## src/rtl/usb_tx_pkg.sv

```systemverilog
// Shared definitions for the USB packet transmitter.
//
// Contents:
//   tx_state_e      - transmitter state encoding.
//   SYNC_BYTE       - SYNC pattern, sent LSB first (KJKJKJKK on the line).
//   CRC16_*         - CRC-16/USB constants (reflected polynomial, init value).
//   line_j/k/se0    - {D+, D-} encodings for J, K and SE0 given the speed mode.
//   crc16_step      - one-bit update of the reflected CRC-16.
//
// Optional feature macro: USB_TX_CRC16_EN adds the CRC_LO/CRC_HI states.
package usb_tx_pkg;

    typedef enum logic [2:0] {
        ST_IDLE,
        ST_SYNC,
        ST_DATA,
`ifdef USB_TX_CRC16_EN
        ST_CRC_LO,
        ST_CRC_HI,
`endif
        ST_EOP_SE0,
        ST_EOP_J
    } tx_state_e;

    localparam logic [7:0]  SYNC_BYTE       = 8'h80;
    localparam logic [15:0] CRC16_POLY_REFL = 16'hA001;
    localparam logic [15:0] CRC16_INIT      = 16'hFFFF;

    // Full speed idles with D+ high; low speed swaps the pair.
    function automatic logic [1:0] line_j(input logic full_speed);
        return full_speed ? 2'b10 : 2'b01;
    endfunction

    function automatic logic [1:0] line_k(input logic full_speed);
        return full_speed ? 2'b01 : 2'b10;
    endfunction

    function automatic logic [1:0] line_se0();
        return 2'b00;
    endfunction

    // LSB-first CRC: feedback is the outgoing LSB xor the new data bit.
    function automatic logic [15:0] crc16_step(input logic [15:0] crc, input logic b);
        logic fb;
        fb = crc[0] ^ b;
        return {1'b0, crc[15:1]} ^ (fb ? CRC16_POLY_REFL : 16'h0000);
    endfunction

endpackage

```

## src/rtl/usb_tx_bit_encoder.sv

```systemverilog
// Line encoder: bit stuffing, NRZI and the registered D+/D- drive.
//
// Ports:
//   clk, n_rst            - clock, asynchronous active-low reset.
//   strobe                - a new bit period starts; the line updates on this edge.
//   bit_in                - logical bit to send when neither se0_req nor j_req.
//   se0_req               - drive SE0 for this bit period.
//   j_req                 - drive J for this bit period (end of EOP).
//   stall                 - a stuffed 0 is being sent instead of the request;
//                           the caller must present the same request again.
//   tx_d_plus, tx_d_minus - registered line outputs.
module usb_tx_bit_encoder
    import usb_tx_pkg::*;
#(
    parameter int FULL_SPEED  = 1,
    parameter int STUFF_LIMIT = 6
) (
    input  logic clk,
    input  logic n_rst,
    input  logic strobe,
    input  logic bit_in,
    input  logic se0_req,
    input  logic j_req,
    output logic stall,
    output logic tx_d_plus,
    output logic tx_d_minus
);

    localparam int   ONES_W = $clog2(STUFF_LIMIT + 1);
    localparam logic FS     = (FULL_SPEED != 0);

    logic              level_q, level_d;   // NRZI level, 1 = J
    logic [ONES_W-1:0] ones_q, ones_d;
    logic [1:0]        line_q, line_d;

    // A pending stuff pre-empts whatever the caller asks for, including SE0,
    // so a stuff owed after the final payload bit still precedes EOP.
    assign stall = strobe && (ones_q == ONES_W'(STUFF_LIMIT));

    always_comb begin
        level_d = level_q;
        ones_d  = ones_q;
        line_d  = line_q;
        if (strobe) begin
            if (stall) begin
                level_d = ~level_q;
                ones_d  = '0;
            end else if (se0_req || j_req) begin
                // The packet after this EOP starts from J.
                level_d = 1'b1;
                ones_d  = '0;
            end else if (bit_in) begin
                ones_d  = ones_q + ONES_W'(1);
            end else begin
                level_d = ~level_q;
                ones_d  = '0;
            end
            if (se0_req && !stall)
                line_d = line_se0();
            else
                line_d = level_d ? line_j(FS) : line_k(FS);
        end
    end

    always_ff @(posedge clk or negedge n_rst) begin
        if (!n_rst) begin
            level_q <= 1'b1;
            ones_q  <= '0;
            line_q  <= line_j(FS);
        end else begin
            level_q <= level_d;
            ones_q  <= ones_d;
            line_q  <= line_d;
        end
    end

    assign tx_d_plus  = line_q[1];
    assign tx_d_minus = line_q[0];

endmodule

```

## src/rtl/usb_tx_serializer.sv

```systemverilog
// USB packet transmitter: byte handshake in, differential USB line out.
// Prepends SYNC, shifts bytes out LSB first, hands bits to the stuffing/NRZI
// encoder and finishes with EOP (2 bit times SE0, 1 bit time J).
//
// Ports:
//   clk, n_rst             - USB clock, asynchronous active-low reset.
//   tx_data/valid/last     - byte input; tx_last marks the final payload byte.
//   tx_ready               - one-byte holding register is empty.
//   tx_d_plus, tx_d_minus  - USB line.
//   is_txing               - pad output enable.
//   tx_underrun            - one-cycle pulse when the packet is truncated.
//   tx_done                - one-cycle pulse when the EOP J bit completes.
//
// Optional feature macro: USB_TX_CRC16_EN appends CRC-16/USB after the last byte.
module usb_tx_serializer
    import usb_tx_pkg::*;
#(
    parameter int CLKS_PER_BIT = 8,
    parameter int FULL_SPEED   = 1,
    parameter int STUFF_LIMIT  = 6
) (
    input  logic       clk,
    input  logic       n_rst,
    input  logic [7:0] tx_data,
    input  logic       tx_valid,
    input  logic       tx_last,
    output logic       tx_ready,
    output logic       tx_d_plus,
    output logic       tx_d_minus,
    output logic       is_txing,
    output logic       tx_underrun,
    output logic       tx_done
);

    localparam int               CNT_W   = (CLKS_PER_BIT > 2) ? $clog2(CLKS_PER_BIT) : 1;
    localparam logic [CNT_W-1:0] CNT_MAX = CNT_W'(CLKS_PER_BIT - 1);

    tx_state_e        state_q, state_d;
    logic [CNT_W-1:0] cnt_q, cnt_d;
    // Index of the next bit to send; 8 means the current byte is exhausted.
    logic [3:0]       idx_q, idx_d;
    logic [7:0]       shift_q, shift_d;
    logic             last_q, last_d;
    logic [7:0]       hold_q, hold_d;
    logic             hold_last_q, hold_last_d;
    logic             hold_full_q, hold_full_d;
    logic             eop_q, eop_d;
    logic             is_txing_q, is_txing_d;
    logic             underrun_q, underrun_d;
    logic             done_q, done_d;
`ifdef USB_TX_CRC16_EN
    logic [15:0]      crc_q, crc_d;
`endif

    logic       accept, avail, bit_end, take_hold, take_direct;
    logic [7:0] nxt_byte;
    logic       nxt_last;
    logic       enc_strobe, enc_bit, enc_se0, enc_j, enc_stall;

    assign tx_ready = !hold_full_q;
    assign accept   = tx_valid && !hold_full_q;
    // A byte is available from hold or, when hold is empty, straight from the input.
    assign avail    = hold_full_q || tx_valid;
    assign nxt_byte = hold_full_q ? hold_q : tx_data;
    assign nxt_last = hold_full_q ? hold_last_q : tx_last;
    assign bit_end  = (state_q != ST_IDLE) && (cnt_q == CNT_MAX);
    // EOP_J ends without a new line symbol; the line simply stays J.
    assign enc_strobe = (state_q == ST_IDLE) ? avail : (bit_end && state_q != ST_EOP_J);

    always_comb begin
        state_d     = state_q;
        idx_d       = idx_q;
        shift_d     = shift_q;
        last_d      = last_q;
        hold_d      = hold_q;
        hold_last_d = hold_last_q;
        hold_full_d = hold_full_q;
        eop_d       = eop_q;
        is_txing_d  = is_txing_q;
        underrun_d  = 1'b0;
        done_d      = 1'b0;
        take_hold   = 1'b0;
        take_direct = 1'b0;
        enc_bit     = 1'b0;
        enc_se0     = 1'b0;
        enc_j       = 1'b0;
`ifdef USB_TX_CRC16_EN
        crc_d       = crc_q;
`endif
        cnt_d = (state_q == ST_IDLE || bit_end) ? '0 : cnt_q + CNT_W'(1);

        case (state_q)
            ST_IDLE: begin
                if (avail) begin
                    state_d    = ST_SYNC;
                    enc_bit    = SYNC_BYTE[0];
                    idx_d      = 4'd1;
                    last_d     = 1'b0;
                    is_txing_d = 1'b1;
`ifdef USB_TX_CRC16_EN
                    crc_d      = CRC16_INIT;
`endif
                end
            end

            ST_SYNC, ST_DATA: begin
                if (bit_end && !enc_stall) begin
                    if (!idx_q[3]) begin
                        if (state_q == ST_SYNC) begin
                            enc_bit = SYNC_BYTE[idx_q[2:0]];
                        end else begin
                            enc_bit = shift_q[idx_q[2:0]];
`ifdef USB_TX_CRC16_EN
                            crc_d   = crc16_step(crc_q, shift_q[idx_q[2:0]]);
`endif
                        end
                        idx_d = idx_q + 4'd1;
                    end else if (last_q) begin
`ifdef USB_TX_CRC16_EN
                        state_d = ST_CRC_LO;
                        enc_bit = ~crc_q[0];
                        idx_d   = 4'd1;
`else
                        state_d = ST_EOP_SE0;
                        enc_se0 = 1'b1;
                        eop_d   = 1'b0;
`endif
                    end else if (avail) begin
                        take_hold   = hold_full_q;
                        take_direct = !hold_full_q;
                        state_d     = ST_DATA;
                        shift_d     = nxt_byte;
                        last_d      = nxt_last;
                        enc_bit     = nxt_byte[0];
                        idx_d       = 4'd1;
`ifdef USB_TX_CRC16_EN
                        crc_d       = crc16_step(crc_q, nxt_byte[0]);
`endif
                    end else begin
                        underrun_d = 1'b1;
                        state_d    = ST_EOP_SE0;
                        enc_se0    = 1'b1;
                        eop_d      = 1'b0;
                    end
                end
            end

`ifdef USB_TX_CRC16_EN
            // The complemented CRC goes out low byte first, LSB first.
            ST_CRC_LO: begin
                if (bit_end && !enc_stall) begin
                    if (!idx_q[3]) begin
                        enc_bit = ~crc_q[{1'b0, idx_q[2:0]}];
                        idx_d   = idx_q + 4'd1;
                    end else begin
                        state_d = ST_CRC_HI;
                        enc_bit = ~crc_q[8];
                        idx_d   = 4'd1;
                    end
                end
            end

            ST_CRC_HI: begin
                if (bit_end && !enc_stall) begin
                    if (!idx_q[3]) begin
                        enc_bit = ~crc_q[{1'b1, idx_q[2:0]}];
                        idx_d   = idx_q + 4'd1;
                    end else begin
                        state_d = ST_EOP_SE0;
                        enc_se0 = 1'b1;
                        eop_d   = 1'b0;
                    end
                end
            end
`endif

            ST_EOP_SE0: begin
                if (bit_end && !enc_stall) begin
                    if (!eop_q) begin
                        enc_se0 = 1'b1;
                        eop_d   = 1'b1;
                    end else begin
                        enc_j   = 1'b1;
                        state_d = ST_EOP_J;
                    end
                end
            end

            ST_EOP_J: begin
                if (bit_end) begin
                    state_d    = ST_IDLE;
                    is_txing_d = 1'b0;
                    done_d     = 1'b1;
                end
            end

            default: state_d = ST_IDLE;
        endcase

        if (take_hold)
            hold_full_d = 1'b0;
        if (accept && !take_direct) begin
            hold_full_d = 1'b1;
            hold_d      = tx_data;
            hold_last_d = tx_last;
        end
    end

    always_ff @(posedge clk or negedge n_rst) begin
        if (!n_rst) begin
            state_q     <= ST_IDLE;
            cnt_q       <= '0;
            idx_q       <= '0;
            shift_q     <= '0;
            last_q      <= 1'b0;
            hold_q      <= '0;
            hold_last_q <= 1'b0;
            hold_full_q <= 1'b0;
            eop_q       <= 1'b0;
            is_txing_q  <= 1'b0;
            underrun_q  <= 1'b0;
            done_q      <= 1'b0;
`ifdef USB_TX_CRC16_EN
            crc_q       <= CRC16_INIT;
`endif
        end else begin
            state_q     <= state_d;
            cnt_q       <= cnt_d;
            idx_q       <= idx_d;
            shift_q     <= shift_d;
            last_q      <= last_d;
            hold_q      <= hold_d;
            hold_last_q <= hold_last_d;
            hold_full_q <= hold_full_d;
            eop_q       <= eop_d;
            is_txing_q  <= is_txing_d;
            underrun_q  <= underrun_d;
            done_q      <= done_d;
`ifdef USB_TX_CRC16_EN
            crc_q       <= crc_d;
`endif
        end
    end

    usb_tx_bit_encoder #(
        .FULL_SPEED (FULL_SPEED),
        .STUFF_LIMIT(STUFF_LIMIT)
    ) u_enc (
        .clk       (clk),
        .n_rst     (n_rst),
        .strobe    (enc_strobe),
        .bit_in    (enc_bit),
        .se0_req   (enc_se0),
        .j_req     (enc_j),
        .stall     (enc_stall),
        .tx_d_plus (tx_d_plus),
        .tx_d_minus(tx_d_minus)
    );

    assign is_txing    = is_txing_q;
    assign tx_underrun = underrun_q;
    assign tx_done     = done_q;

endmodule

```

## config.mk

```make
export PLATFORM = sky130hd
export DESIGN_NAME = usb_tx_serializer
export DESIGN_NICKNAME = d
export VERILOG_FILES = /design/src/rtl/usb_tx_pkg.sv /design/src/rtl/usb_tx_bit_encoder.sv /design/src/rtl/usb_tx_serializer.sv
export SDC_FILE = /design/constraint.sdc
export NUM_CORES = 1
export LEC_CHECK = 0
export ABC_CLOCK_PERIOD_IN_PS = 2400
export CORE_ASPECT_RATIO = 1.4
export CORE_MARGIN = 8
export CORE_UTILIZATION = 50
export DETAILED_ROUTE_END_ITERATION = 8
export PLACE_DENSITY_LB_ADDON = 0.08
export SYNTH_ARGS = -nofsm -noshare
export SYNTH_HDL_FRONTEND = slang
export SYNTH_SLANG_ARGS = --single-unit
export TNS_END_PERCENT = 5
```

## constraint.sdc

```tcl
create_clock -name clk -period 2.4 [get_ports clk]
set_clock_uncertainty 0.2 [all_clocks]
set_input_delay 0.48 -clock clk [delete_from_list [all_inputs] [get_ports clk]]
set_output_delay 0.48 -clock clk [all_outputs]
set_load 0.03 [all_outputs]
```

# ---- After elaboration in Yosys (flattened, before gate mapping)
# Memories as Yosys holds them, arrays and structs flattened.
# Cells that the tools add are included.
dict set report word_totals {
  register_bits 39
  rom_bits 8
  inputBits 12
  output_inout_bits 6
  wordCells 146
  memories 1
}
dict set report classes {
  add_sub_neg 3
  magnitude_cmp 1
  n_eq_ne 16
  mux 80
  bitwise 2
  n_reduce_logical 27
}
# memory words width rd rd_ports_with_merged_regs wr line
set memory_table {}
lappend memory_table {{(no name shown)} 8 1 1 0 0 usb_tx_serializer.sv:110} ;# enc_bit = SYNC_BYTE[idx_q[2:0]];
# op n
set ops {}
lappend ops {{two-way mux 1 bit} 55}
lappend ops {{two-way mux 3 bit} 10}
lappend ops {{two-way mux 4 bit} 5}
lappend ops {{AND reduction 5 bit} 3}
lappend ops {{!= test 2 bit (second input constant)} 6}
lappend ops {{!= test 3 bit (second input constant)} 4}
lappend ops {{case mux 3 bit (4 select lines)} 1}
lappend ops {{== test 3 bit (second input constant)} 3}
lappend ops {{two-way mux 8 bit} 1}
lappend ops {{case mux 1 bit (2 select lines)} 4}
lappend ops {{case mux 4 bit (2 select lines)} 1}
lappend ops {{nonzero test 2 bit} 4}
lappend ops {{logical AND 1 bit} 7}
lappend ops {{adder 3 x 1 -> 3 bit (second input constant)} 2}
lappend ops {{== test 3 x 2 -> 1 bit (second input constant)} 2}
lappend ops {{AND reduction 3 bit} 2}
lappend ops {{AND reduction 6 bit} 1}
lappend ops {{adder 4 x 1 -> 4 bit (second input constant)} 1}
lappend ops {{< comparator 3 x 4 -> 1 bit (second input constant)} 1}
lappend ops {{two-way mux 2 bit} 2}
lappend ops {{AND reduction 4 bit} 1}
lappend ops {{binary-select mux 1 bit (select 3 bit)} 1}
lappend ops {{== test 3 x 1 -> 1 bit (second input constant)} 1}
lappend ops {{zero test 1 bit} 3}
lappend ops {{5 further kinds} 8}

# ---- Longest topological paths before layout
dict set report logic_depth {
  word_depth 15
  ltp_mapped 8
  ltp_nobuf 7
}

# ---- Cells and area by module
# Synthesis repeated with hierarchy kept, for this count alone.
dict set report hier_totals {
  hier_cells 197
  hier_area_um2 2090.8
}
# module n_inst cells_per_inst area_per_inst_um2 seq_area_each_um2
set modules_own_cells {}
lappend modules_own_cells {usb_tx_serializer 1 159 1727.9 825.8}
lappend modules_own_cells {usb_tx_bit_encoder 1 38 362.8 152.6}

# ---- Worst setup path before layout
# OpenSTA, ideal clock, no wires.
dict set report synth_path {
  path_type {register -> register}
  from {reg cnt_q[0]}
  to {reg hold_last_q}
  setup_ns 0.125
  arrival_ns 1.753
  t_required_ns 2.075
  setup_slack_ns 0.322
  stages_incl_launch_ff 8
  path_buffers 0
  synth_period_minus_slack_ns 2.078
  path_cell_list {dfrtp_1 > ha_1 > ha_1 > o21a_1 > nand3_1 > or3_4 > nand2_8 > mux2_2}
}
dict set report synth_via {
  elab_chain_len 11
}
# element line
set synth_rtl {}
lappend synth_rtl {{start, declared} usb_tx_serializer.sv:39} ;# logic [CNT_W-1:0] cnt_q, cnt_d;
lappend synth_rtl {{start signal, assigned} usb_tx_serializer.sv:228} ;# cnt_q <= cnt_d;
lappend synth_rtl {{== test 3 bit *} usb_tx_serializer.sv:66} ;# assign bit_end = (state_q != ST_IDLE) && (cnt_q == CNT_MAX);
lappend synth_rtl {{logical AND 1 bit *} usb_tx_serializer.sv:66}
lappend synth_rtl {{logical AND 1 bit} usb_tx_serializer.sv:68} ;# assign enc_strobe = (state_q == ST_IDLE) ? avail : (bit_end && state_q != ST_EOP_J);
lappend synth_rtl {{two-way mux 1 bit} usb_tx_serializer.sv:68}
lappend synth_rtl {{logical AND 1 bit} usb_tx_bit_encoder.sv:38} ;# assign stall = strobe && (ones_q == ONES_W'(STUFF_LIMIT));
lappend synth_rtl {{zero test 1 bit} usb_tx_serializer.sv:107} ;# if (bit_end && !enc_stall) begin
lappend synth_rtl {{logical AND 1 bit *} usb_tx_serializer.sv:107}
lappend synth_rtl {{two-way mux 1 bit *} usb_tx_serializer.sv:107}
lappend synth_rtl {{two-way mux 1 bit *} usb_tx_serializer.sv:92} ;# case (state_q)
lappend synth_rtl {{zero test 1 bit *} usb_tx_serializer.sv:202} ;# if (accept && !take_direct) begin
lappend synth_rtl {{logical AND 1 bit *} usb_tx_serializer.sv:202}
lappend synth_rtl {{end signal, assigned} usb_tx_serializer.sv:233} ;# hold_last_q <= hold_last_d;
lappend synth_rtl {{end, declared} usb_tx_serializer.sv:45} ;# logic hold_last_q, hold_last_d;
# Every way passes the cells marked *; elsewhere a longest branch is shown, timed or not.
# A chain may end at the register's enable or synchronous reset.

# ---- Worst setup path in the final report
dict set report layout_path {
  from {reg cnt_q[0]}
  to {reg hold_q[0]}
}
dict set report layout_via {
  elab_chain_len 11
}
# element line
set layout_rtl {}
lappend layout_rtl {{== test 3 bit *} usb_tx_serializer.sv:66}
lappend layout_rtl {{logical AND 1 bit *} usb_tx_serializer.sv:66}
lappend layout_rtl {{logical AND 1 bit} usb_tx_serializer.sv:68}
lappend layout_rtl {{two-way mux 1 bit} usb_tx_serializer.sv:68}
lappend layout_rtl {{logical AND 1 bit} usb_tx_bit_encoder.sv:38}
lappend layout_rtl {{zero test 1 bit} usb_tx_serializer.sv:107}
lappend layout_rtl {{logical AND 1 bit *} usb_tx_serializer.sv:107}
lappend layout_rtl {{two-way mux 1 bit *} usb_tx_serializer.sv:107}
lappend layout_rtl {{two-way mux 1 bit *} usb_tx_serializer.sv:92}
lappend layout_rtl {{zero test 1 bit *} usb_tx_serializer.sv:202}
lappend layout_rtl {{logical AND 1 bit *} usb_tx_serializer.sv:202}
lappend layout_rtl {{end signal, assigned} usb_tx_serializer.sv:232} ;# hold_q <= hold_d;
lappend layout_rtl {{end, declared} usb_tx_serializer.sv:44} ;# logic [7:0] hold_q, hold_d;
# Marks and branches as above.

==> results.toml <==
[global_route]
grt_overflow = 0
grt_max_degree = 40
grt_pass1_wl_mm = 7.493
grt_pass1_vias = 1721
grtUsageTotal_pct = 14.06
antenna_found_initial = 0

[clocking]
htreeDepth = 2
root_buffer = "clkbuf_8"
hold_buffers = 0
worstSkewPairLatency_ns = 0.29
clk_pin_slew_ns = 0.07
cts-buffers-inserted = 5
cts_num_sinks = 39
post_cts.repair.setup_buffers = 0
cts_tree = "yes"
ctsResizeCount = 0
cts_buffer_depth = 2

[timing]
tightestPinTransition_ns = 0.8578
clock.fmax_ghz = 0.4364
timing.setup.tns_ns = 0
fin_crit_ns = 2.291
finalCritPeriodShare_pct = 95.48
slew_headroom_pct = 42.82
final_hold_viol_count = 0
drv_slew = 0
setup_viol = 0
rsz0062_at_grt = "no"

[synth]
synth_seq_area_share_pct = 48.15
async_flop_share_pct = 100.0
synth_top_flop_cell = "dfrtp_1"
netlist_area_sq_mm = 0.002032
avgSynthCellArea_sq_um = 10.16
ys_warn_count = 0
synth_edf_count = 0
synth_cell_type_count = 43
syn_inst = 200
syn-num-nets = 218
ys_seq_elements = 39

[routing]
initialDrtViolationCount = 104
vias = 1600
wl_mm = 4.301
vias_per_cell = 5.948
drtPass1Iterations = 4
final_antenna_net_count = 0
drc = 0
wire_per_inst_um = 15.99

[setup_path]
worst-setup-path-type = "reg -> reg"
rr_startpoint = "cnt_q[0]"
cp_max_fo = 9
start_kind = "flip-flop"
end_kind = "flip-flop"
crit_required_ns = 2.38
cp_data_arrival_time_ns = 2.27
setup.worst_path.start = "cnt_q[0]"

[placed_design]
dp_hpwl_mm = 3.202
port_buffers = 17
place_congestion = 0.8762
placedCellCount = 261

[power_and_ir_drop]
p_seq_share_pct = 38.6
power_leakage_uw = 0.001116
p_comb_share_pct = 35.8
switching_share_pct = 34.77
peakVddDrop_uv = 876.5
switchingPower_uw = 868.8
clock_power_share_pct = 25.6
p_int_uw = 1630
powerDensity_mw_per_mm2 = 1030

[run]
drv_cap = 0

[final_layout]
drive_above_1_share_pct = 17.70
synthToLayoutAreaGrowth_pct = 19.34
antenna_cells = 0
fin_cells = 269
nets = 243
num-fill-cells = 358
final_util_pct = 61.88

[floorplan]
core_sq_mm = 0.003919
initial_utilization_pct = 51.85
rows = 27
die_w_um = 69.88
boundaryPins = 18
die_y_um = 91.43
die_area_sq_mm = 0.006389

[run_status]
status = "finished clean"

[hold_path]
hold_class = "in -> async"
## power by group through the flow
stage	combinational, uW	clock [uW]	sequential, uW
4_1_cts	885	654	961
5_1_grt	998	670	986
3_5_place_dp	874	0	975
2_1_floorplan	620	0	954
3_3_place_gp	841	0	964
6_report	895	640	964
## cell usage after synthesis, types with 3 or more instances
cell / n / share of area (%)
or3_1: 3 / 0.92
ha_1: 6 / 3.7
mux2_2: 12 / 6.7
a21oi_1: 6 / 1.5
nor3_1: 6 / 1.5
dfrtp_1: 37 / 46
a31oi_1: 4 / 1.2
and2_1: 5 / 1.5
nand3_1: 5 / 1.2
nor2_1: 16 / 3.0
o21ai_0: 16 / 3.9
mux2i_1: 9 / 4.4
nand2_1: 23 / 4.2
nor2b_1: 4 / 1.2
o211ai_1: 3 / 1.1
inv_1: 9 / 1.7
## cell families (layout without fill, tap and decap cells)
kind of cell | Yosys count | in the layout | synth area share [%]
flip-flops | 39 | 39 | 48.15
buffers and inverters | 14 | 40 | 2.894
multiplexers | 22 | 22 | 12.19
AO/OA/AOI/OAI | 44 | 44 | 13.92
AND/OR/NAND/NOR | 74 | 74 | 18.72
XOR/XNOR | 1 | 1 | 0.4311
adder cells (fa/ha/maj) | 6 | 6 | 3.694
## per-stage QoR
stage / hold WS (ns) / setup WS [ns] / cell area, sq um / total power, uW
floorplan: -0.01559 / 0.3219 / 2032 / 1574
global placement: 0.2293 / 0.1110 / 2271 / 1805
detailed placement: 0.2538 / 0.08348 / 2271 / 1849
CTS: 0.1227 / 0.1035 / 2404 / 2499
global route: 0.1719 / 0.001898 / 2425 / 2654
finish: 0.09141 / 0.1086 / 2425 / 2498
## area by class of cell
| cell class | count | area (sq um) | share of cell area (%) |
|---|---|---|---|
| Timing Repair Buffer | 23 | 210.2 | 8.669 |
| Tap cell | 43 | 53.80 | 2.219 |
| Inverter | 9 | 33.78 | 1.393 |
| Clock buffer | 6 | 72.57 | 2.993 |
| Multi-Input combinational cell | 147 | 1015 | 41.85 |
| Sequential cell | 39 | 979.7 | 40.40 |
| Clock inverter | 2 | 60.06 | 2.477 |
## routing by layer
| metal | track usage, % | routed length (um) | part of all wire, % |
|---|---|---|---|
| met1 | 14.15 | 1662 | 39 |
| met2 | 26.13 | 2359 | 55 |
| met3 | 3.377 | 176 | 4.1 |
| met4 | 6.723 | 102 | 2.4 |
| met5 | 0 | 0 | 0 |
## placed cells by master (no fill, tap or decap), drive strengths merged, types with 3 or more instances in the layout
cell	synthesis	routed
o21ai	16	16
clkdlybuf4s50	0	16
nand2	24	24
mux2i	9	9
dfrtp	37	37
inv	9	9
ha	6	6
nand3	5	5
nor3	7	7
o211ai	3	3
or3	4	4
and2	5	5
a31oi	4	4
clkbuf	2	6
nor2	16	16
mux2	12	12
buf	3	7
nor2b	4	4
or2	3	3
a21oi	6	6
## worst max-delay path: stages (launching register included)
cell     delay [ns]
dfrtp_1        0.36
ha_1           0.15
ha_1           0.28
o21a_1         0.20
nand3_1        0.13
or3_4          0.40
nand2_8        0.11
mux2_2         0.34
## state kept, by name, indices dropped and copies added (netlist names)
signal         flops
state_q            3
last_q             1
hold_full_q        1
cnt_q              3
shift_q            8
idx_q              4
u_enc.ones_q       3
tx_underrun        1
u_enc.line_q       2
hold_q             8
hold_last_q        1
is_txing           1
eop_q              1
tx_done            1
u_enc.level_q      1
## worst paths after layout
kind	slack, ns	end	depth (start not counted)
setup / recovery	0.11	hold_q[0]	7
hold / removal	0.09	tx_done	1
setup reg to reg	0.11	hold_q[0]	7
hold reg to reg	0.25	cnt_q[0]	1
max in group asynchronous	1.32	idx_q[0]	1
min in group clk	0.25	cnt_q[0]	1
(Power assumes the default switching activity.)
